`config.mk`:
```
export PLATFORM = sky130hd
export DESIGN_NAME = conv_sequencer
export DESIGN_NICKNAME = d
export VERILOG_FILES = /design/src/rtl/conv_pkg.sv /design/src/rtl/frame_timer.sv /design/src/rtl/conv_sequencer.sv
export SDC_FILE = /design/constraint.sdc
export NUM_CORES = 1
export LEC_CHECK = 0
export ABC_AREA = 1
export BUFFER_PORTS_ARGS = -buffer_cell sky130_fd_sc_hd__buf_2
export CAP_MARGIN = 20
export CORE_MARGIN = 2
export CORE_UTILIZATION = 46
export CTS_CLUSTER_DIAMETER = 30
export DETAILED_ROUTE_END_ITERATION = 6
export MAX_ROUTING_LAYER = met4
export PLACE_DENSITY = 0.83
export SETUP_SLACK_MARGIN = 0.2
export SYNTH_ARGS = -nofsm -noshare
export SYNTH_HDL_FRONTEND = slang
export SYNTH_SLANG_ARGS = --single-unit
```
`constraint.sdc`:
```
create_clock -name clk -period 1.4 [get_ports clk]
set_clock_uncertainty 0.05 [all_clocks]
set_input_delay 0.07 -clock clk [delete_from_list [all_inputs] [get_ports clk]]
set_output_delay 0.07 -clock clk [all_outputs]
set_load 0.05 [all_outputs]
```
`src/rtl/conv_pkg.sv`:
```
// rtl/conv_pkg.sv - shared types and constants for the conversion sequencer
//
// Purpose: FSM state encoding, sample width and the DAC mid-scale code used by
// conv_sequencer. Also holds the signed-to-offset-binary conversion helper.
// Ports: none (package).

package conv_pkg;

  localparam int SAMPLE_W = 12;
  localparam logic [SAMPLE_W-1:0] MIDSCALE = 12'h800;

  typedef enum logic [1:0] {
    ST_IDLE = 2'd0,
    ST_ADC  = 2'd1,
    ST_PROC = 2'd2,
    ST_DAC  = 2'd3
  } state_t;

  // Adding mid-scale to a two's-complement word flips its sign bit, which is
  // exactly the offset-binary code the DAC expects (wraps modulo 2^SAMPLE_W).
  function automatic logic [SAMPLE_W-1:0] to_offset_binary(input logic [SAMPLE_W-1:0] s);
    return s + MIDSCALE;
  endfunction

endpackage

```
`src/rtl/frame_timer.sv`:
```
// rtl/frame_timer.sv - sample-frame counter producing one tick per frame
//
// Purpose: counts 0..FRAME_DIV-1 while en=1 and wraps; holds at 0 while en=0.
// tick is high for the single cycle in which the count equals FRAME_DIV-1.
// Ports:
//   clk    in   rising-edge clock
//   reset  in   asynchronous active-low reset
//   en     in   run enable (synchronous)
//   tick   out  one-cycle frame tick

module frame_timer #(
  parameter int FRAME_DIV = 333
) (
  input  logic clk,
  input  logic reset,
  input  logic en,
  output logic tick
);

  localparam int CNT_W = $clog2(FRAME_DIV);
  localparam logic [CNT_W-1:0] LAST = CNT_W'(FRAME_DIV - 1);

  logic [CNT_W-1:0] count;

  always_ff @(posedge clk or negedge reset) begin
    if (!reset) begin
      count <= '0;
    end else if (!en) begin
      count <= '0;
    end else if (count == LAST) begin
      count <= '0;
    end else begin
      count <= count + CNT_W'(1);
    end
  end

  assign tick = en && (count == LAST);

endmodule

```
`src/rtl/conv_sequencer.sv`:
```
// rtl/conv_sequencer.sv - per-frame ADC -> processing -> DAC handshake sequencer
//
// Purpose: on every frame tick, start an ADC frame, pass the converted word to
// the processing stage, convert the signed result to offset binary and start a
// DAC frame. Each handshake wait is bounded by TIMEOUT cycles.
// Optional feature: define CONV_SEQ_OVERRUN_CNT_EN to add the 8-bit saturating
// overrun_cnt output counting dropped frame ticks.
// Ports:
//   clk, reset             clock, asynchronous active-low reset
//   en                     run enable (synchronous)
//   adc_go / adc_done      ADC frame start pulse / completion pulse
//   adc_data               converted ADC word
//   proc_in / proc_valid   registered ADC word and its valid (held until ready)
//   proc_ready / proc_out  processing accept and signed result (same cycle)
//   dac_go / dac_done      DAC frame start pulse / completion pulse
//   dac_data               registered offset-binary DAC word
//   overrun, timeout_err   sticky status flags (cleared by en=0)
//   overrun_cnt            dropped-tick count (CONV_SEQ_OVERRUN_CNT_EN only)

module conv_sequencer
  import conv_pkg::*;
#(
  parameter int FRAME_DIV = 333,
  parameter int TIMEOUT   = 64
) (
  input  logic                clk,
  input  logic                reset,
  input  logic                en,
  output logic                adc_go,
  input  logic                adc_done,
  input  logic [SAMPLE_W-1:0] adc_data,
  output logic [SAMPLE_W-1:0] proc_in,
  output logic                proc_valid,
  input  logic                proc_ready,
  input  logic [SAMPLE_W-1:0] proc_out,
  output logic                dac_go,
  output logic [SAMPLE_W-1:0] dac_data,
  input  logic                dac_done,
  output logic                overrun,
  output logic                timeout_err
`ifdef CONV_SEQ_OVERRUN_CNT_EN
  ,
  output logic [7:0]          overrun_cnt
`endif
);

  // Wait counter only needs to reach TIMEOUT-1: that is the TIMEOUT-th cycle
  // spent in a state, after which the FSM leaves.
  localparam int WAIT_W = (TIMEOUT < 2) ? 1 : $clog2(TIMEOUT);
  localparam logic [WAIT_W-1:0] WAIT_LAST = WAIT_W'(TIMEOUT - 1);

  state_t            state;
  state_t            state_next;
  logic [WAIT_W-1:0] wait_cnt;
  logic              tick;
  logic              at_limit;
  logic              drop;
  logic              timed_out;
  logic              adc_take;
  logic              proc_take;
  logic              overrun_q;
  logic              timeout_q;

  frame_timer #(
    .FRAME_DIV (FRAME_DIV)
  ) u_frame_timer (
    .clk   (clk),
    .reset (reset),
    .en    (en),
    .tick  (tick)
  );

  assign at_limit = (wait_cnt == WAIT_LAST);
  // A tick that finds the FSM busy is discarded; the running frame continues.
  assign drop     = tick && (state != ST_IDLE);

  always_ff @(posedge clk or negedge reset) begin
    if (!reset) begin
      state <= ST_IDLE;
    end else begin
      state <= state_next;
    end
  end

  // Events are tested before the limit so a done/ready arriving in the
  // timeout cycle still completes the handshake.
  always_comb begin
    state_next = state;
    timed_out  = 1'b0;
    adc_take   = 1'b0;
    proc_take  = 1'b0;
    case (state)
      ST_IDLE: begin
        if (tick) begin
          state_next = ST_ADC;
        end
      end
      ST_ADC: begin
        if (adc_done) begin
          adc_take   = 1'b1;
          state_next = ST_PROC;
        end else if (at_limit) begin
          timed_out  = 1'b1;
          state_next = ST_IDLE;
        end
      end
      ST_PROC: begin
        if (proc_ready) begin
          proc_take  = 1'b1;
          state_next = ST_DAC;
        end else if (at_limit) begin
          timed_out  = 1'b1;
          state_next = ST_IDLE;
        end
      end
      ST_DAC: begin
        if (dac_done) begin
          state_next = ST_IDLE;
        end else if (at_limit) begin
          timed_out  = 1'b1;
          state_next = ST_IDLE;
        end
      end
      default: begin
        state_next = ST_IDLE;
      end
    endcase
    if (!en) begin
      state_next = ST_IDLE;
      timed_out  = 1'b0;
      adc_take   = 1'b0;
      proc_take  = 1'b0;
    end
  end

  // Cleared on every state change, so the first cycle of a state sees zero;
  // that first cycle is where the go pulses are issued.
  always_ff @(posedge clk or negedge reset) begin
    if (!reset) begin
      wait_cnt <= '0;
    end else if ((state_next != state) || (state == ST_IDLE)) begin
      wait_cnt <= '0;
    end else begin
      wait_cnt <= wait_cnt + WAIT_W'(1);
    end
  end

  always_ff @(posedge clk or negedge reset) begin
    if (!reset) begin
      overrun_q <= 1'b0;
      timeout_q <= 1'b0;
    end else if (!en) begin
      overrun_q <= 1'b0;
      timeout_q <= 1'b0;
    end else begin
      if (drop) begin
        overrun_q <= 1'b1;
      end
      if (timed_out) begin
        timeout_q <= 1'b1;
      end
    end
  end

  // Data registers are only written on accepted handshakes, so they keep
  // their contents across en=0.
  always_ff @(posedge clk or negedge reset) begin
    if (!reset) begin
      proc_in  <= '0;
      dac_data <= MIDSCALE;
    end else begin
      if (adc_take) begin
        proc_in <= adc_data;
      end
      if (proc_take) begin
        dac_data <= to_offset_binary(proc_out);
      end
    end
  end

`ifdef CONV_SEQ_OVERRUN_CNT_EN
  logic [7:0] overrun_cnt_q;

  always_ff @(posedge clk or negedge reset) begin
    if (!reset) begin
      overrun_cnt_q <= 8'd0;
    end else if (!en) begin
      overrun_cnt_q <= 8'd0;
    end else if (drop && (overrun_cnt_q != 8'hFF)) begin
      overrun_cnt_q <= overrun_cnt_q + 8'd1;
    end
  end

  assign overrun_cnt = overrun_cnt_q;
`endif

  // Pulses and valid are decoded from the state register and gated by en so
  // they are low in any cycle where the block is disabled.
  assign adc_go      = en && (state == ST_ADC) && (wait_cnt == '0);
  assign dac_go      = en && (state == ST_DAC) && (wait_cnt == '0);
  assign proc_valid  = en && (state == ST_PROC);
  assign overrun     = overrun_q;
  assign timeout_err = timeout_q;

endmodule

```
; ---- Word-level counts from Yosys, hierarchy flattened
; Cells that the tools add are included.
[totals]
regBits = 43
inputBits = 30
output_inout_bits = 29
[classes]
add_sub_neg = 3
n_eq_ne = 8
n_mux = 26
n_reduce_logical = 11
[op_table]
columns = cell, n
row1 = $mux 9, 2
row2 = $mux 1, 15
row3 = $add 12x12->12 const B, 1
row4 = $mux 2, 6
row5 = $add 9x1->9 const B, 1
row6 = $eq 9x9->1 const B, 1
row7 = $pmux 2 s4, 1
row8 = $logic_and 1x1->1, 7
row9 = $add 6x1->6 const B, 1
row10 = $eq 6x6->1 const B, 1
row11 = $logic_not 6->1, 1
row12 = $mux 6, 1
row13 = $eq 2x2->1 const B, 2
row14 = $ne 2x1->1 const B, 2
row15 = $pmux 1 s3, 1
row16 = $eq 2x1->1 const B, 1
row17 = $logic_not 2->1, 1
row18 = $ne 2x2->1, 1
row19 = $reduce_bool 2->1, 1
row20 = $logic_or 1x1->1, 1

; ---- Longest topological paths before layout
[logic_depth]
word_depth = 8
depth_mapped = 12

; ---- Modules after synthesis
; Synthesis repeated with hierarchy kept, for this count alone.
[hier_totals]
hier_cells = 200
area_unflattened_um2 = 2018.2
[by_module_without_submodules]
columns = mod, instances, cells_each, area_per_inst_um2, seq_area_each_um2
row1 = conv_sequencer, 1, 132, 1510.2, 852.1
row2 = frame_timer, 1, 68, 508.0, 225.2

; ---- Worst setup path after synthesis
; No wires, ideal clock.
[synth_path]
path_kind = flip-flop to output port
start = register state[1]
end = output port dac_go
arrival_ns = 1.784
required_ns = 1.280
slack_ns = -0.504
path_stages_with_launch = 4
path_buffers = 1
cell_sequence = dfrtp_1 -> inv_2 -> buf_2 -> nor3_1
[synth_via]
elab_chain_cells = 3
[synth_rtl]
columns = item, line_no
row1 = "start, declared", conv_sequencer.sv:52  ; state_t state;
row2 = "start signal, assigned", conv_sequencer.sv:81  ; state <= state_next;
row3 = $eq 2x2->1, conv_sequencer.sv:200  ; assign dac_go = en && (state == ST_DAC) && (wait_cnt == '0);
row4 = $logic_and 1x1->1 (2 in series), conv_sequencer.sv:200
row5 = "end, declared", conv_sequencer.sv:36  ; output logic dac_go,
; Every way passes these cells.

==> results_dict.tcl <==
set metrics [dict create \
    multiInputGateArea_um2 1110 \
    wl_per_cell_um 17.6 \
    antenna_found_initial 0 \
    clk_pin_slew_ps 90 \
    regArea_um2 1080 \
    synth_area_per_cell_um2 9.54 \
    dp_worst_setup_slack_ps -207 \
    post-dp-hpwl_mm 3.32 \
    clk_latency_ps 290 \
    netlist_area_um2 2000 \
    p_total_w 0.00234 \
    drt_iter0_drc 236 \
    ios 59 \
    grtUsageTotal_pct 25.3 \
    min_path_type "input pin to register" \
    leakagePower_nw 1.77 \
    rsz0062_at_grt "yes" \
    critPathSlowestCell "dfrtp_1" \
    slowest_delay_ps 390 \
    layout_min_cycle_time_ps 1660 \
    fill_cells 191 \
    tns_ps -5880 \
    worstSetupStartpoint "wait_cnt[0]" \
    start_util_pct 49.0 \
    ys_types 26 \
    dieArea_um2 4900 \
    tightest_slew_ps 460 \
    drt-total-wl_mm 6.87 \
    synth-seq-cells 43 \
    grt_max_degree 27 \
    violations "setup timing" \
    drive_gt1_share_pct 55.9 \
    setup_ws_ps -264 \
    r2r_start "wait_cnt[0]" \
    critPathCaptureType "register" \
    cts_tree "done" \
    setup_viol 40 \
    cp.arrival_ps 1800 \
    die_w_um 70.0 \
    cp_common_cell "nand3_2" \
    antenna_left 0 \
    path_cells "ha_2 > nand2_2 > nor2_4 > nand3_2 > nand2_2 > nand3_2 > nand2_4 > inv_8 > clkbuf_16 > nand3_2 > nand2_1" \
    grt_first_pass_wirelength_mm 9.58 \
    yosysSeqAreaShare_pct 53.8 \
    synth_nets 244 \
    critPathLaunchType "register" \
    htree_levels 2 \
    path_buf_inv 2 \
    post-route-period-util_pct 119 \
    max_freq_mhz 601 \
    ir_drop_uv 693 \
    crit_path_end "proc_in[10]" \
    io_buffer_count 58 \
    crit_family "simple AND/OR/NAND/NOR gates" \
    syn_inst 210 \
    cp_max_fo 6 \
    busiest_layer "met2" \
    r2r_cells 11 \
    use_met3_pct 4.47 \
    r2r-end "proc_in[10]" \
    max_slew_margin_pct 69.4 \
    cp.required_ps 1530 \
    cts-root-buf "clkbuf_8" \
    finalHoldViolCount 0 \
    dieHeight_um 70.0 \
    clkSinkCount 43 \
    first_global_vias 2180 \
    use_met2_pct 47.9 \
    grtUsageMet1_pct 26.9 \
    regToRegSetupSlack_ps -260 \
    num_vias 2120 \
    syn_to_final_growth_pct 72.5 \
    gp_congestion 0.854 \
    yosysWarnings 0 \
    num_antenna_cells 0 \
    drv_slew 0 \
    cts.path.max_buffers 2 \
    status "finished, violations left" \
    core_um2 4090 \
    route.detailed.drc 0 \
    maxCapViolations 0 \
    final_nets 373 \
    first_pass_iters 5 \
    p_per_area_nw_per_um2 676 \
    grt_overflow 0 \
    cts_buffers 5 \
    viasPerCell 5.44 \
    cp.depth 11 \
    crit_type "register to register" \
    rows 23 \
]
timing repair:
item | in CTS | in global routing
endpoints found under the hold margin | 41 | 0
hold buffers | 25 | 0
gates resized for setup | 59 | 38
endpoints found under the setup margin | 47 | 46
setup buffers | 8 | 7
pin swaps | 19 | 28
cloned | 1 | 1
Yosys cell counts:
cell type	count	area, um^2
xor2_1	3	26.3
mux2_4	8	120
nor3b_1	2	15.0
nand3_1	19	95.1
a21oi_1	3	15.0
buf_2	1	5.00
nor3_1	6	30.0
dfstp_2	1	26.3
xnor2_1	3	26.3
nor2_1	21	78.8
buf_6	2	22.5
dfrtp_1	42	1050
o21ai_0	2	10.0
nand4_1	3	18.8
mux2_2	3	33.8
nand3b_1	1	7.51
nand2_2	4	25.0
nand2_1	53	199
inv_1	17	63.8
ha_1	4	50.1
nor2_2	2	12.5
nor3_4	1	16.3
o31ai_1	2	15.0
buf_4	2	15.0
nand3_2	1	10.0
inv_2	4	15.0
sequential cells by signal, indices dropped and copies added (netlist names):
register	count
timeout_err	1
overrun	1
proc_in	12
u_frame_timer.count	9
state	2
wait_cnt	6
dac_data	12
cell usage in the layout, fill, tap and decap left out, types with 5 or more instances in the layout:
master,count
dfrtp_1,39
buf_2,54
inv_1,14
nand2_1,38
buf_4,26
nor2_1,14
dlygate4sd3_1,25
nand2_2,14
mux2_4,8
clkbuf_8,5
nor2_2,7
buf_6,15
nand3_2,14
kinds of logic (layout without fill, tap and decap cells):
group,after synthesis,after routing,share of synthesized area (%)
simple gates,113,113,25.4
flops,43,43,53.8
buf+inv,26,156,6.06
mux,11,11,7.68
compound gates,7,7,2.00
xor+xnor,6,6,2.62
fa+ha+maj,4,4,2.50
worst reg2reg max path, cell delays in order, from the launching register on:
cell       delay (ps)
dfrtp_1           390
ha_2              200
nand2_2            60
nor2_4            140
nand3_2            90
nand2_2            60
nand3_2           100
nand2_4           110
inv_8              60
clkbuf_16         160
nand3_2            60
nand2_1            70
final cells by class:
cell class              count  area share, %
well taps                  50           1.81
multi-input cells         141           32.1
flip-flops and latches     43           31.3
clock inverters             1          0.145
clock buffers               7           2.21
inverters                  21           2.64
repair buffers            127           29.8
through the flow:
step           util (%)  cell area [um^2]  hold WS (ps)  instances
2_1_floorplan         -              2030          -276        210
3_3_place_gp       63.1              2580         -20.0        340
3_5_place_dp       63.1              2580         -10.2        340
4_1_cts            78.7              3220          37.6        382
5_1_grt            84.5              3450          64.5        390
6_report           84.5              3450          69.8        390
routing by layer:
layer / routed length, um / share of wire, %
met5: 0 / 0
met4: 337 / 4.9
met3: 436 / 6.3
met2: 3700 / 54
met1: 2390 / 35
power breakdown:
group | internal [W] | switching, W
clock | 0.000351 | 0.000412
combinational | 0.000135 | 0.000158
sequential | 0.00126 | 0.0000171
worst min path at each step:
stage	start	endpoint	slack, ps	depth (start not counted)
floorplan	reset	dac_data[0]	-280	0
global placement	reset	proc_in[2]	-20	1
detailed placement	reset	proc_in[2]	-10	1
CTS	en	u_frame_timer.count[7]	40	3
global route	en	u_frame_timer.count[7]	60	3
finish	en	u_frame_timer.count[7]	70	3
Power figures use the tool's default switching activity.
